[src/rtl/digit_strip_renderer_pkg.sv]
// digit_strip_renderer_pkg: font geometry constants, counter widths and FSM state type
package digit_strip_renderer_pkg;
  localparam int FONT_W = 5;
  localparam int FONT_H = 5;
  localparam int CELL_W = 6;
  localparam int DIGIT_W = 4;
  localparam int ROW_W = 3;
  localparam int COL_W = 3;
  typedef enum logic {IDLE, ACTIVE} hstate_e;
  function automatic int clog2_min1(input int n);
    return n > 1 ? $clog2(n) : 1;
  endfunction
endpackage

[src/rtl/digit_strip_counters.sv]
// digit_strip_counters: maps the beam position to glyph digit/column/row inside the strip
module digit_strip_counters
  import digit_strip_renderer_pkg::*;
#(
  parameter int X0 = 16,
  parameter int Y0 = 16,
  parameter int SCALE = 4,
  parameter int NUM_DIGITS = 4,
  parameter int POS_BITS = 10
) (
  input  logic                i_clk,
  input  logic                i_reset,
  input  logic [POS_BITS-1:0] i_hpos,
  input  logic [POS_BITS-1:0] i_vpos,
  input  logic                i_display_on,
  output logic                o_in_strip,
  output logic [2:0]          o_dig,
  output logic [COL_W-1:0]    o_col,
  output logic [ROW_W-1:0]    o_row
);
  localparam int DW = clog2_min1(NUM_DIGITS);
  localparam int SW = clog2_min1(SCALE);
  hstate_e state_q, state_d;
  logic [DW-1:0] dig_q, dig_d, dig_c;
  logic [COL_W-1:0] col_q, col_d, col_c;
  logic [SW-1:0] sub_q, sub_d, sub_c;
  logic [ROW_W-1:0] row_q, row_d;
  logic [SW-1:0] rsub_q, rsub_d;
  logic vact_q, vact_d;
  logic start, act, run, last_sub, last_col, vstep, vfirst, vadv, rlast;
  // The start pixel is rendered in the same cycle it is detected, so the current cell is derived combinationally
  always_comb begin
    start = state_q == IDLE && i_display_on && vact_q && i_hpos == POS_BITS'(X0);
    act = i_display_on && (state_q == ACTIVE || start);
    dig_c = start ? '0 : dig_q;
    col_c = start ? '0 : col_q;
    sub_c = start ? '0 : sub_q;
    last_sub = sub_c == SW'(SCALE - 1);
    last_col = col_c == COL_W'(CELL_W - 1);
    run = act && !(last_sub && last_col && dig_c == DW'(NUM_DIGITS - 1));
    state_d = run ? ACTIVE : IDLE;
    sub_d = run && !last_sub ? sub_c + SW'(1) : '0;
    col_d = !run ? '0 : !last_sub ? col_c : last_col ? '0 : col_c + COL_W'(1);
    dig_d = !run ? '0 : last_sub && last_col ? dig_c + DW'(1) : dig_c;
    vstep = i_hpos == '0;
    rlast = rsub_q == SW'(SCALE - 1);
    vfirst = vstep && i_vpos == POS_BITS'(Y0);
    vadv = vstep && !vfirst && vact_q;
    rsub_d = vfirst ? '0 : vadv ? (rlast ? '0 : rsub_q + SW'(1)) : rsub_q;
    row_d = vfirst ? '0 : vadv && rlast ? row_q + ROW_W'(1) : row_q;
    vact_d = vfirst || (vact_q && !(vadv && rlast && row_q == ROW_W'(FONT_H - 1)));
    o_in_strip = act;
    o_dig = 3'(dig_c);
    o_col = col_c;
    o_row = row_q;
  end
  // Counter and state registers
  always_ff @(posedge i_clk) begin
    if (i_reset) begin
      state_q <= IDLE;
      dig_q <= '0;
      col_q <= '0;
      sub_q <= '0;
      row_q <= '0;
      rsub_q <= '0;
      vact_q <= 1'b0;
    end else begin
      state_q <= state_d;
      dig_q <= dig_d;
      col_q <= col_d;
      sub_q <= sub_d;
      row_q <= row_d;
      rsub_q <= rsub_d;
      vact_q <= vact_d;
    end
  end
endmodule

[src/rtl/digit_strip_renderer.sv]
// digit_strip_renderer: renders a scaled strip of BCD glyphs through an external 5x5 font ROM
module digit_strip_renderer
  import digit_strip_renderer_pkg::*;
#(
  parameter int X0 = 16,
  parameter int Y0 = 16,
  parameter int SCALE = 4,
  parameter int NUM_DIGITS = 4,
  parameter int POS_BITS = 10
) (
  input  logic                    i_clk,
  input  logic                    i_reset,
  input  logic [POS_BITS-1:0]     i_hpos,
  input  logic [POS_BITS-1:0]     i_vpos,
  input  logic                    i_display_on,
  input  logic                    i_frame_start,
  input  logic [4*NUM_DIGITS-1:0] i_value,
  output logic [DIGIT_W-1:0]      o_digit,
  output logic [ROW_W-1:0]        o_line_num,
  input  logic [FONT_W-1:0]       i_line_pixels,
  output logic                    o_pixel,
  output logic                    o_pixel_valid
);
  logic in_strip;
  logic [2:0] dig;
  logic [COL_W-1:0] col;
  logic [ROW_W-1:0] row;
  logic [4*NUM_DIGITS-1:0] shadow_q, shadow_d;
  logic [DIGIT_W-1:0] digit_q, digit_d;
  logic [ROW_W-1:0] line_q, line_d;
  logic [COL_W-1:0] col_q, col_d;
  logic strip_q, strip_d, disp_q, disp_d, pixel_q, pixel_d, valid_q, valid_d;
  digit_strip_counters #(
    .X0(X0), .Y0(Y0), .SCALE(SCALE), .NUM_DIGITS(NUM_DIGITS), .POS_BITS(POS_BITS)
  ) u_counters (
    .i_clk(i_clk),
    .i_reset(i_reset),
    .i_hpos(i_hpos),
    .i_vpos(i_vpos),
    .i_display_on(i_display_on),
    .o_in_strip(in_strip),
    .o_dig(dig),
    .o_col(col),
    .o_row(row)
  );
  // Stage 1 addresses the ROM from the frame shadow; stage 2 selects the dot from the returned row
  always_comb begin
    shadow_d = i_frame_start ? i_value : shadow_q;
    digit_d = in_strip ? DIGIT_W'(shadow_q >> (DIGIT_W * (NUM_DIGITS - 1 - int'(dig)))) : '0;
    line_d = in_strip ? row : '0;
    col_d = col;
    strip_d = in_strip;
    disp_d = i_display_on;
    pixel_d = strip_q && col_q < COL_W'(FONT_W) && i_line_pixels[COL_W'(FONT_W - 1) - col_q];
    valid_d = disp_q;
  end
  // Shadow and pipeline registers
  always_ff @(posedge i_clk) begin
    if (i_reset) begin
      shadow_q <= '0;
      digit_q <= '0;
      line_q <= '0;
      col_q <= '0;
      strip_q <= 1'b0;
      disp_q <= 1'b0;
      pixel_q <= 1'b0;
      valid_q <= 1'b0;
    end else begin
      shadow_q <= shadow_d;
      digit_q <= digit_d;
      line_q <= line_d;
      col_q <= col_d;
      strip_q <= strip_d;
      disp_q <= disp_d;
      pixel_q <= pixel_d;
      valid_q <= valid_d;
    end
  end
  assign o_digit = digit_q;
  assign o_line_num = line_q;
  assign o_pixel = pixel_q;
  assign o_pixel_valid = valid_q;
endmodule

[config.mk]
export PLATFORM = sky130hd
export DESIGN_NAME = digit_strip_renderer
export DESIGN_NICKNAME = d
export VERILOG_FILES = /design/src/rtl/digit_strip_renderer_pkg.sv /design/src/rtl/digit_strip_counters.sv /design/src/rtl/digit_strip_renderer.sv
export SDC_FILE = /design/constraint.sdc
export NUM_CORES = 1
export LEC_CHECK = 0
export ABC_AREA = 1
export CAP_MARGIN = 20
export CORE_MARGIN = 5
export CORE_UTILIZATION = 51
export DETAILED_ROUTE_END_ITERATION = 7
export HOLD_SLACK_MARGIN = 0.05
export PLACE_DENSITY = 0.84
export SLEW_MARGIN = 20
export SYNTH_ARGS = -nofsm -noshare
export SYNTH_HDL_FRONTEND = slang
export SYNTH_SLANG_ARGS = --single-unit
[constraint.sdc]
create_clock -name i_clk -period 3.15 [get_ports i_clk]
set_input_delay 0.315 -clock i_clk [delete_from_list [all_inputs] [get_ports i_clk]]
set_output_delay 0.315 -clock i_clk [all_outputs]
set_load 0.05 [all_outputs]
==> results_dict.tcl, run 1 <==
set metrics [dict create \
    fin_tns_setup_ns 0 \
    path_clk_slew_ns 0.08 \
    cp-start-kind "input pin" \
    yosysWarnings 0 \
    cts_tree "done" \
    hpwl_um 3300 \
    synth_seq_area_share 0.437 \
    cap_viol_max_count 0 \
    yosys-top-cells-count "47 x nor2_1, 46 x inv_1, 44 x dfxtp_1, 32 x nand2_1" \
    synth-compound-area-share 0.150 \
    synth-seq-cells 44 \
    synth_fp_nets 327 \
    initial_utilization 0.538 \
    min_period_ns 2.27 \
    netlist_instances 276 \
    grt_antenna_before_repair 0 \
    worstReg2RegEnd "u_counters.dig_q[1]$_SDFF_PP0_" \
    hold_violations 0 \
    cts_resized 0 \
    synth_top_family_by_area "simple AND/OR/NAND/NOR gates" \
    rr_startpoint "u_counters.vact_q$_SDFF_PP0_" \
    whs_endpoint "o_pixel_valid$_SDFF_PP0_" \
    rsz0062_at_grt "no" \
    grt.total_usage 0.170 \
    avgRoutedWirePerCell_um 11.2 \
    hp-start "disp_q$_SDFF_PP0_" \
    grt_pass1_vias 1719 \
    crit_required_ns 3.35 \
    slowest_stage "clkdlybuf4s50_1" \
    root_buffer "clkbuf_8" \
    synth-adder-area-share 0.0373 \
    htree_levels 2 \
    ioPinCount 54 \
    cts-buffers-inserted 5 \
    antenna_left 0 \
    drt-vias-per-instance 4.88 \
    cp-end-kind "register" \
    cts.sinks 44 \
    status "finished, final reports clean" \
    gp_congestion 0.802 \
    power_leakage_nw 1.13 \
    yosys.area_share.simple 0.260 \
    fmax_mhz 441 \
    arrival_ns 2.46 \
    synthArstFlopShare 0 \
    syn_area_um2 2010 \
    dieArea_um2 5310 \
    max_slew_margin 0.583 \
    routed_wl_um 4260 \
    drive_gt1_frac 0.0604 \
    synth_edf_count 0 \
    power.total_mw 1.04 \
    fin_nets 381 \
    design_area_um2 2670 \
    synth_most_common_cell "nor2_1" \
    grt_max_degree 29 \
    drc 0 \
    path_cells "clkdlybuf4s50_1 > nor2_1 > nand2_2 > nor2_2 > nand2_2 > inv_1 > nor2_1 > ha_1 > nand3_1 > nor2_2 > nor2_1 > nor2_1 > nor2_1" \
    antenna_cells 0 \
    post_cts_buffers 0 \
    hold_ws_ns 0.410 \
    synth_top_area_frac 0.437 \
    port_buffers 53 \
    rr_worst_depth 11 \
    power_density_nw_per_um2 390 \
    gr-total-overflow 0 \
    cts_hold_buf 0 \
    crit_path_frequent_cell "nor2_1" \
    synthXorXnorAreaFrac 0.0130 \
    fp.dieW_um 72.8 \
    synth_mux_area_frac 0 \
    worst_slew_pin_slew_ns 0.622 \
    clock_path_buffers 2 \
    drtIter0Drc 99 \
    finClkSkew_ns 0.00627 \
    slew_violations 0 \
    synthFlopType "dfxtp_1" \
    clk_latency_ns 0.30 \
    die_h_um 72.8 \
    post_dp_cell_area_um2 2570 \
    grt_pass1_wl_um 7190 \
    synth_area_per_cell_um2 7.30 \
    synth_cell_types 29 \
    synthTopCellsByArea "dfxtp_1 44%, nor2_1 8.8%, inv_1 8.6%" \
    cp_max_fo 13 \
    regToRegSetupSlack_ns 1.03 \
    min_path_type "register to register" \
    drtPass1Iterations 4 \
    n_fill_cell 322 \
    slowest_delay_ns 0.45 \
    core_area_um2 3740 \
    route.vias.total 1850 \
    num_rows 22 \
    critPathKind "input pin to register" \
    syn2layout_area_growth_pct 32.4 \
    final_cells 379 \
    hold_depth 2 \
    period_share 0.720 \
    placedCellCount 371 \
    irDropWorstVdd_mv 0.395 \
    setup_viol 0 \
    synth_top_area_cell "dfxtp_1" \
]
==> placed cells by master, fill, tap and decap left out, drive strengths merged <==
master / netlist / routed
a21boi: 1 / 1
clkbuf: 4 / 6
inv: 46 / 46
a21oi: 26 / 26
nand2: 39 / 39
nor3: 3 / 3
nor2: 49 / 49
nand4: 1 / 1
clkdlybuf4s50: 0 / 53
ha: 6 / 6
nand3b: 1 / 1
o21ai: 26 / 26
xor2: 2 / 2
a22o: 1 / 1
a31oi: 1 / 1
xnor2: 1 / 1
clkinv: 1 / 3
nor3b: 1 / 1
nand3: 20 / 20
dfxtp: 44 / 44
a211oi: 1 / 1
==> stage by stage <==
step | utilization | worst slack, ns
after detailed placement | 0.688 | 0.559
after global routing | 0.712 | 0.676
after floorplan | - | 1.31
after global placement | 0.688 | 0.690
final | 0.712 | 0.883
after CTS | 0.712 | 0.873
==> cells by family after synthesis <==
family,Yosys count
simple gates,114
buf+inv,53
compound gates,56
flops,44
xor+xnor,3
fa+ha+maj,6
==> worst max path at each step <==
stage,start,end,slack [ns],cells after the start
after floorplan,i_hpos[5],u_counters.col_q[1]$_SDFF_PP0_,1.31,13
after global placement,i_hpos[5],u_counters.dig_q[1]$_SDFF_PP0_,0.69,13
after detailed placement,i_hpos[1],u_counters.dig_q[1]$_SDFF_PP0_,0.56,13
after CTS,i_hpos[1],u_counters.dig_q[1]$_SDFF_PP0_,0.87,13
after global routing,i_hpos[1],u_counters.dig_q[0]$_SDFF_PP0_,0.68,14
final,i_hpos[1],u_counters.dig_q[1]$_SDFF_PP0_,0.88,13
==> per-layer routing <==
layer | vias to the layer above | share of wire | global-route usage
met5 | - | 0 | 0
met4 | 0 | 0.016 | 0.0676
met3 | 7 | 0.046 | 0.0331
met2 | 38 | 0.50 | 0.304
met1 | 824 | 0.44 | 0.199
li1 | 981 | - | -
==> layout make-up <==
cell class / count / area [um2] / share of cell area
multi-input combinational: 179 / 926 / 0.347
inverter: 47 / 176 / 0.0662
clock inverter: 2 / 10.0 / 0.00375
sequential: 44 / 881 / 0.330
tap: 48 / 60.1 / 0.0225
timing repair buffer: 53 / 531 / 0.199
clock buffer: 6 / 82.6 / 0.0310
==> flip-flops by register name (all words and copies together) (netlist names) <==
register            flops
col_q                   3
disp_q                  1
o_digit                 4
o_line_num              3
o_pixel                 1
o_pixel_valid           1
shadow_q               16
strip_q                 1
u_counters.col_q        3
u_counters.dig_q        2
u_counters.o_row        3
u_counters.rsub_q       2
u_counters.state_q      1
u_counters.sub_q        2
u_counters.vact_q       1
==> critical path, delay by kind of cell <==
kind	cells	cell delay [ns]
adder cells (fa/ha/maj)	1	0.24
AND/OR/NAND/NOR	10	1.36
buffers and inverters	2	0.55
==> report_power, final <==
group	leakage (nW)	internal (mW)	switching [mW]	total, mW
clock	0.0510	0.175	0.184	0.359
combinational	0.724	0.0633	0.0424	0.106
sequential	0.359	0.571	0.00477	0.576
Note: power is estimated with default switching activity, not from simulation.
==> run 2, diff against run 1 <==
--- a/config.mk
+++ b/config.mk
@@ -8,10 +8,10 @@
 export ABC_AREA = 1
 export CAP_MARGIN = 20
 export CORE_MARGIN = 5
-export CORE_UTILIZATION = 51
+export CORE_UTILIZATION = 48
 export DETAILED_ROUTE_END_ITERATION = 7
 export HOLD_SLACK_MARGIN = 0.05
-export PLACE_DENSITY = 0.84
+export PLACE_DENSITY = 0.79
 export SLEW_MARGIN = 20
 export SYNTH_ARGS = -nofsm -noshare
 export SYNTH_HDL_FRONTEND = slang
==> constraint.sdc (replaced) <==
create_clock -name i_clk -period 2.15 [get_ports i_clk]
set_input_delay 0.215 -clock i_clk [delete_from_list [all_inputs] [get_ports i_clk]]
set_output_delay 0.215 -clock i_clk [all_outputs]
set_load 0.05 [all_outputs]
==> run 2 against run 1 <==
Net effect: clock-buffer cell count decreased by 1; core utilization is 4.1 points lower; largest cell class unchanged; sequential share of layout area shrank 0.47 points; cell area increased by 1.5%; worst setup slack worse by 0.58 ns; largest power group unchanged.
==> results_dict.tcl, run 2 (synthesized netlist as in run 1, its figures left out) <==
set metrics [dict create \
    rr_worst_depth 11 \
    cts-buffers-inserted 5 \
    period_share 0.857 \
    slowest_stage "clkdlybuf4s50_1" \
    initial_utilization 0.500 \
    setup.worst_path.start "i_hpos[5]" \
    core_area_um2 4030 \
    largest_register_ffs 16 \
    layout_commonest_cell "clkdlybuf4s50_1" \
    syn2layout_area_growth_pct 34.3 \
    min_period_ns 1.84 \
    grt_antenna_before_repair 0 \
    gr-total-overflow 0 \
    multiInputGateArea_um2 926 \
    antenna_cells 0 \
    n_fill_cell 386 \
    regMostFlops "shadow_q" \
    power_density_nw_per_um2 535 \
    clock_path_buffers 2 \
    pre_cts_slack_ns 0.0510 \
    rsz0062_at_grt "no" \
    fin_tns_setup_ns 0 \
    cp_max_fo 4 \
    arrival_ns 2.02 \
    final_cell_mix "53 x clkdlybuf4s50_1, 47 x nor2_1, 46 x inv_1, 44 x dfxtp_1, 32 x nand2_1" \
    drive_gt1_frac 0.0744 \
    port_buffers 53 \
    setup_viol 0 \
    clk_latency_ns 0.28 \
    rr_startpoint "u_counters.vact_q$_SDFF_PP0_" \
    power_leakage_nw 1.16 \
    htree_levels 2 \
    num_rows 23 \
    fin_nets 389 \
    fp.dieW_um 74.8 \
    hold_violations 0 \
    cts.sinks 44 \
    finClkSkew_ns 0.00626 \
    gp_congestion 0.791 \
    grt_pass1_wl_um 6980 \
    drtPass1Iterations 5 \
    cts_resized 0 \
    ioPinCount 54 \
    path_cells "clkdlybuf4s50_1 > inv_1 > nand2_2 > nor2_1 > nand2_2 > inv_1 > nor2_1 > ha_1 > nand3_1 > nor2_2 > nand2_2 > nand2_2 > nor2_1" \
    grt.total_usage 0.160 \
    irDropWorstVdd_mv 0.510 \
    antenna_left 0 \
    min_path_type "register to register" \
    crit_path_frequent_cell "nand2_2" \
    worst_slew_pin_slew_ns 0.519 \
    drtIter0Drc 85 \
    dieArea_um2 5590 \
    drc 0 \
    worstReg2RegEnd "u_counters.dig_q[1]$_SDFF_PP0_" \
    hpwl_um 3480 \
    whs_endpoint "o_pixel_valid$_SDFF_PP0_" \
    root_buffer "clkbuf_8" \
    die_h_um 74.8 \
    post_cts_buffers 0 \
    regToRegSetupSlack_ns 0.37 \
    max_slew_margin 0.653 \
    cp-end-kind "register" \
    cap_viol_max_count 0 \
    worst_slack_ns 0.308 \
    path_clk_slew_ns 0.07 \
    avgRoutedWirePerCell_um 11.1 \
    critPathKind "input pin to register" \
    slowest_delay_ns 0.45 \
    cts_tree "done" \
    cts_hold_buf 0 \
    drt-vias-per-instance 4.82 \
    crit_required_ns 2.33 \
    hold_depth 2 \
    slew_violations 0 \
    route.vias.total 1862 \
    grt_max_degree 29 \
    hp-start "disp_q$_SDFF_PP0_" \
    routed_wl_um 4280 \
    fmax_mhz 543 \
    status "finished, final reports clean" \
    grt_pass1_vias 1701 \
    cp-start-kind "input pin" \
    seq_area_um2 881 \
]
==> run 2: cell count changes in the layout (fill, tap and decap cells not counted) <==
cell / change
buf_4: +8
clkbuf_8: -1
clkinv_2: -2
==> run 2: worst max path at each step <==
stage                                     end  slack [ns]  cells after the start
2_1_floorplan  u_counters.col_q[1]$_SDFF_PP0_        0.34                     12
3_3_place_gp   u_counters.dig_q[1]$_SDFF_PP0_        0.12                     13
3_5_place_dp   u_counters.col_q[0]$_SDFF_PP0_        0.05                     13
4_1_cts        u_counters.col_q[0]$_SDFF_PP0_        0.32                     13
5_1_grt        u_counters.dig_q[1]$_SDFF_PP0_         0.1                     13
6_report       u_counters.col_q[0]$_SDFF_PP0_        0.31                     13
==> run 2: area by class of cell <==
type | count | share of cell area
clock buffer | 5 | 0.0254
inverter | 47 | 0.0652
multi-input combinational | 179 | 0.342
timing repair buffer | 61 | 0.218
tap | 50 | 0.0231
sequential | 44 | 0.326
==> run 2: power by group <==
group	internal, mW	switching [mW]
registers	0.837	0.00710
logic	0.0952	0.0633
clock network	0.209	0.235
total	1.14	0.306
==> run 2: routing by layer <==
metal  share of wire  track usage  wire, um  vias to the layer above
met5               0            0         0                        -
met4           0.011       0.0415        48                        0
met3           0.042       0.0334       180                        4
met2            0.50        0.292      2150                       26
met1            0.44        0.192      1900                      836
li1                -            -         -                      996
==> run 2: per-stage QoR <==
step | instances | area [um2] | util | power, mW | hold slack, ns
CTS | 386 | 2710 | 0.671 | 1.46 | 0.416
global route | 386 | 2710 | 0.671 | 1.51 | 0.430
global placement | 381 | 2640 | 0.654 | 1.02 | 0.393
detailed placement | 381 | 2640 | 0.654 | 1.02 | 0.406
floorplan | 276 | 2010 | - | 0.922 | 0.333
finish | 386 | 2710 | 0.671 | 1.45 | 0.412
==> run 2: worst max-delay path, delay by kind of cell <==
| kind | cells | cell delay, ns |
|---|---|---|
| and+or+nand+nor | 9 | 1.04 |
| buffers and inverters | 3 | 0.54 |
| adders and majority gates | 1 | 0.20 |
==> edit 1 (settings of run 1) <==
Add an input register stage for `i_hpos`, `i_vpos`, `i_display_on`, `i_frame_start`, `i_value` and `i_line_pixels`, without a reset; this delays them by one clock.
--- a/src/rtl/digit_strip_renderer.sv
+++ b/src/rtl/digit_strip_renderer.sv
@@ -21,6 +21,23 @@
   output logic                    o_pixel,
   output logic                    o_pixel_valid
 );
+
+  logic [POS_BITS-1:0] i_hpos_q;
+  logic [POS_BITS-1:0] i_vpos_q;
+  logic i_display_on_q;
+  logic i_frame_start_q;
+  logic [4*NUM_DIGITS-1:0] i_value_q;
+  logic [FONT_W-1:0] i_line_pixels_q;
+
+  always_ff @(posedge i_clk) begin
+    i_hpos_q        <= i_hpos;
+    i_vpos_q        <= i_vpos;
+    i_display_on_q  <= i_display_on;
+    i_frame_start_q <= i_frame_start;
+    i_value_q       <= i_value;
+    i_line_pixels_q <= i_line_pixels;
+  end
+
   logic in_strip;
   logic [2:0] dig;
   logic [COL_W-1:0] col;
@@ -35,9 +52,9 @@
   ) u_counters (
     .i_clk(i_clk),
     .i_reset(i_reset),
-    .i_hpos(i_hpos),
-    .i_vpos(i_vpos),
-    .i_display_on(i_display_on),
+    .i_hpos(i_hpos_q),
+    .i_vpos(i_vpos_q),
+    .i_display_on(i_display_on_q),
     .o_in_strip(in_strip),
     .o_dig(dig),
     .o_col(col),
@@ -45,13 +62,13 @@
   );
   // Stage 1 addresses the ROM from the frame shadow; stage 2 selects the dot from the returned row
   always_comb begin
-    shadow_d = i_frame_start ? i_value : shadow_q;
+    shadow_d = i_frame_start_q ? i_value_q : shadow_q;
     digit_d = in_strip ? DIGIT_W'(shadow_q >> (DIGIT_W * (NUM_DIGITS - 1 - int'(dig)))) : '0;
     line_d = in_strip ? row : '0;
     col_d = col;
     strip_d = in_strip;
-    disp_d = i_display_on;
-    pixel_d = strip_q && col_q < COL_W'(FONT_W) && i_line_pixels[COL_W'(FONT_W - 1) - col_q];
+    disp_d = i_display_on_q;
+    pixel_d = strip_q && col_q < COL_W'(FONT_W) && i_line_pixels_q[COL_W'(FONT_W - 1) - col_q];
     valid_d = disp_q;
   end
   // Shadow and pipeline registers
Function: changed (a bounded check fails within 4 cycles, from zero or initial values and one cycle with i_reset high).
==> edit 1 against run 1 <==
Final area is 35% higher. Wire length is 22% higher. Via count is 14% higher. Sequential cell count is 43 higher. Area after synthesis is 41% higher. Worst setup slack better by 220 ps. Clock power is 88% higher. Power is 86% higher. Clock skew is 0.93 ps lower.
==> edit 1: results (changes against run 1) <==
status finished, final reports clean (unchanged); Internal Power 1.50 mW (was 809 µW); Antenna Cells 0 (unchanged); Crit-path slowest cell dfxtp_1 (was clkdlybuf4s50_1); CP max stage delay 330 ps (was 450 ps); most frequent cells after synthesis 87 x dfxtp_1, 44 x nor2_1, 43 x inv_1 (was 47 x nor2_1, 46 x inv_1, 44 x dfxtp_1); Synth area leaders dfxtp_1 61%, nor2_1 5.8%, inv_1 5.7%, o21ai_0 4.8%, nand2_1 4.5% (was dfxtp_1 44%, nor2_1 8.8%, inv_1 8.6%, a21oi_1 6.2%, o21ai_0 6.2%); Rel. slew slack 56.8% (was 58.3%); RR Startpoint i_hpos_q[1] (was u_counters.vact_q); hold crit path type input port to flop (was flop to flop); Cells on Worst Hold Path 1 (was 2); syn nets 365 (was 327); FF-to-FF path depth 12 (was 11); nets@finish 424 (was 381); clock share of power 34.9% (was 34.5%); vias in the first global route 2043 (was 1719); hold_sp i_value[0] (was disp_q); global-route wire length before repair 8.69 mm (was 7.19 mm); Worst-Skew Late Latency 360 ps (was 300 ps); Startpoint Class flop (was input port); Num CTS Buffers 9 (was 5); power per cell area 536 mW/mm² (was 390 mW/mm²); fill count 441 (was 322); total number of vias 2111 (was 1850); H-tree levels 3 (was 2); sequential share of power 59.8% (was 55.4%); Peak VDD IR 0.384 mV (was 0.395 mV); Tot GR Track Use 15.4% (was 17.0%); largest net degree at the start of global routing 29 (unchanged); max_cap viols 0 (unchanged); routed length per instance 11.6 µm (was 11.2 µm); Critical Path AT 2300 ps (was 2460 ps); clock skew 5.34 ps (was 6.27 ps); Iter 0 DRT Violations 139 (was 99); layout cell share with drive strength beyond 1 7.94% (was 6.04%); hpwl dp 3.82 mm (was 3.30 mm); Largest delay share family, worst path simple AND/OR/NAND/NOR gates (unchanged); GPL Wtd Cong 0.821 (was 0.802); Setup-failing EPs final 0 (unchanged); sequential area share after synthesis 61.3% (was 43.7%); Static Leak 1.50 nW (was 1.13 nW)
## edit 1: cell types whose count changed in the layout (fill, tap and decap cells not counted), sizes merged
cell | run 1 | this run
nand3 | 20 | 17
dfxtp | 44 | 87
nor3b | 1 | 0
o21ai | 26 | 28
nand2 | 39 | 40
clkinvlp | 0 | 2
xor2 | 2 | 1
nor3 | 3 | 4
inv | 46 | 47
nor2 | 49 | 46
clkbuf | 6 | 10
clkinv | 3 | 4
## edit 1: final timing paths
path                              end  slack [ps]
setup reg to reg  u_counters.col_q[2]        1110
hold / removal           i_value_q[0]         390
hold reg to reg         o_pixel_valid         410
setup / recovery  u_counters.col_q[2]        1110
## edit 1: per-stage QoR
stage,setup WS [ps],cells,hold slack [ps],area [µm²],utilization (%)
2_1_floorplan,1450,314,343,2840,-
3_3_place_gp,1270,434,393,3430,62.8
3_5_place_dp,1120,434,395,3430,62.8
4_1_cts,1100,450,383,3610,65.9
5_1_grt,833,450,373,3610,65.9
6_report,1110,450,392,3610,65.9
## edit 1: final cells by class
class	instances	area, µm²	area share [%]
clock buffer	10	128	3.54
tap	72	90.1	2.50
inverter	47	176	4.89
timing repair buffer	53	531	14.7
multi-input combinational	175	896	24.8
sequential	87	1740	48.3
clock inverter	6	46.3	1.28
## edit 1: kinds of logic after synthesis
group	share of synthesized area [%]
compound gates	10.8
xor+xnor	0.617
fa+ha+maj	2.64
buf+inv	7.14
flops	61.3
simple gates	17.4
## edit 1: routing by layer
metal | GRT usage [%] | up-vias | share of wire, %
li1 | - | 1113 | -
met1 | 17.1 | 928 | 44
met2 | 26.1 | 52 | 47
met3 | 4.22 | 18 | 5.2
met4 | 8.92 | 0 | 3.5
met5 | 0 | - | 0
==> edit 2 (flow settings as in run 1) <==
Without the edit above. Set the package constant `COL_W` to 5 (it was 3).
--- a/src/rtl/digit_strip_renderer_pkg.sv
+++ b/src/rtl/digit_strip_renderer_pkg.sv
@@ -5,7 +5,7 @@
   localparam int CELL_W = 6;
   localparam int DIGIT_W = 4;
   localparam int ROW_W = 3;
-  localparam int COL_W = 3;
+  localparam int COL_W = 5;
   typedef enum logic {IDLE, ACTIVE} hstate_e;
   function automatic int clog2_min1(input int n);
     return n > 1 ? $clog2(n) : 1;
Check against the original RTL: no difference found for any inputs over 10 cycles, from zero or initial values and one cycle with i_reset high; that may be too few to reach the edited logic, so the function may still have changed.
==> edit 2 against run 1 <==
Combinational power up 5%. Worst setup slack better by 86 ps. Via count up 8.1%. Area after synthesis up 10%. Sequential cell count up 4. Global-route usage up 0.46 points. Critical endpoint is now u_counters.col_q[0]. Power up 22%. Final area up 9.6%. Wire length up 11%. Worst hold slack better by 5.2 ps. Count of clock-buffer cells in the layout down 1.
==> edit 2: results (changes against run 1) <==
status finished, final reports clean (unchanged); met2 GRT Util 30.1% (was 30.4%); Placed Area 0.00279 mm² (was 0.00257 mm²); largest net degree at the start of global routing 33 (was 29); Peak VDD IR 0.352 mV (was 0.395 mV); worst slack, placed 667 ps (was 559 ps); vias in the first global route 1923 (was 1719); met1 Use GR 20.3% (was 19.9%); syn nets 359 (was 327); Iter 0 DRT Violations 84 (was 99); Critical Path AT 2380 ps (was 2460 ps); Rel. slew slack 42.0% (was 58.3%); Static Leak 1.33 nW (was 1.13 nW); cell total after placement 404 (was 371); Synth Area in Compound Gates 8.85% (was 15.0%); clock tree buffer depth 2 (unchanged); Yosys top cell area share 43.3% (was 43.7%); met3 Track Usage GR 5.08% (was 3.31%); Netlist cell types 28 (was 29); hpwl dp 3.49 mm (was 3.30 mm); power per cell area 434 mW/mm² (was 390 mW/mm²); Post-Synth XOR/XNOR Area 0.789% (was 1.30%); GPL Wtd Cong 0.838 (was 0.802); M1 WL 2.09 mm (was 1.87 mm); clock skew 11.3 ps (was 6.27 ps); Vias/cell 4.85 (was 4.88); Net Sw Power 262 µW (was 231 µW); fill count 347 (was 322); met3 WL 259 µm (was 194 µm); Critical Path Fanout Max 15 (was 13); global-route wire length before repair 8.39 mm (was 7.19 mm); worst reg2reg setup slack 1160 ps (was 1030 ps); sequential area share after synthesis 43.3% (was 43.7%); met2 wire length 2.28 mm (was 2.12 mm); Adder-Cell Fraction of Synth Area 4.51% (was 3.73%); Synth area leaders dfxtp_1 43%, nor2_1 11%, inv_1 9.0%, nand2_1 8.5%, a211oi_1 5.4% (was dfxtp_1 44%, nor2_1 8.8%, inv_1 8.6%, a21oi_1 6.2%, o21ai_0 6.2%); Synth Instances 306 (was 276)
## edit 2: changes by cell type after synthesis, moves of 4 or more
cell,before,now
dfxtp_1,44,48
inv_1,46,53
nor2_1,47,64
o21ai_0,25,5
a21oi_1,25,5
nand2_1,32,50
a211oi_1,1,16
## edit 2: power by group through the flow
stage / sequential (mW) / combinational, mW / clock [mW]
5_1_grt: 0.627 / 0.123 / 0.564
6_report: 0.625 / 0.111 / 0.533
2_1_floorplan: 0.640 / 0.0442 / 0
4_1_cts: 0.625 / 0.112 / 0.542
3_3_place_gp: 0.639 / 0.109 / 0
3_5_place_dp: 0.640 / 0.111 / 0
## edit 2: critical path, stage by stage
cell             delay, ps
clkdlybuf4s50_1        420
nor2_2                 120
nand2_1                 70
nor2_2                 170
nand2_4                160
nand2_1                190
ha_1                   180
nor3b_2                230
nand4_2                210
inv_1                   90
nand2_1                 60
nand2_2                 90
nor2_1                  50
## edit 2: path summary, 6_finish.rpt
path	startpoint	to	cells past startpoint
max	i_hpos[3]	u_counters.col_q[0]	13
min	disp_q	o_pixel_valid	2
max reg2reg	u_counters.vact_q	u_counters.col_q[0]	11
min reg2reg	disp_q	o_pixel_valid	2
## edit 2: through the flow
step	hold slack (ps)	power [mW]
6_report	415	1.27
4_1_cts	416	1.28
3_3_place_gp	394	0.748
5_1_grt	474	1.31
2_1_floorplan	388	0.685
3_5_place_dp	400	0.750
## edit 2: layout make-up
cell class / count / share of cell area [%]
Multi-Input combinational cell: 193 / 34.4
Clock inverter: 3 / 2.35
Inverter: 57 / 7.36
Tap cell: 52 / 2.23
Clock buffer: 5 / 2.35
Timing Repair Buffer: 54 / 18.4
Sequential cell: 48 / 32.9
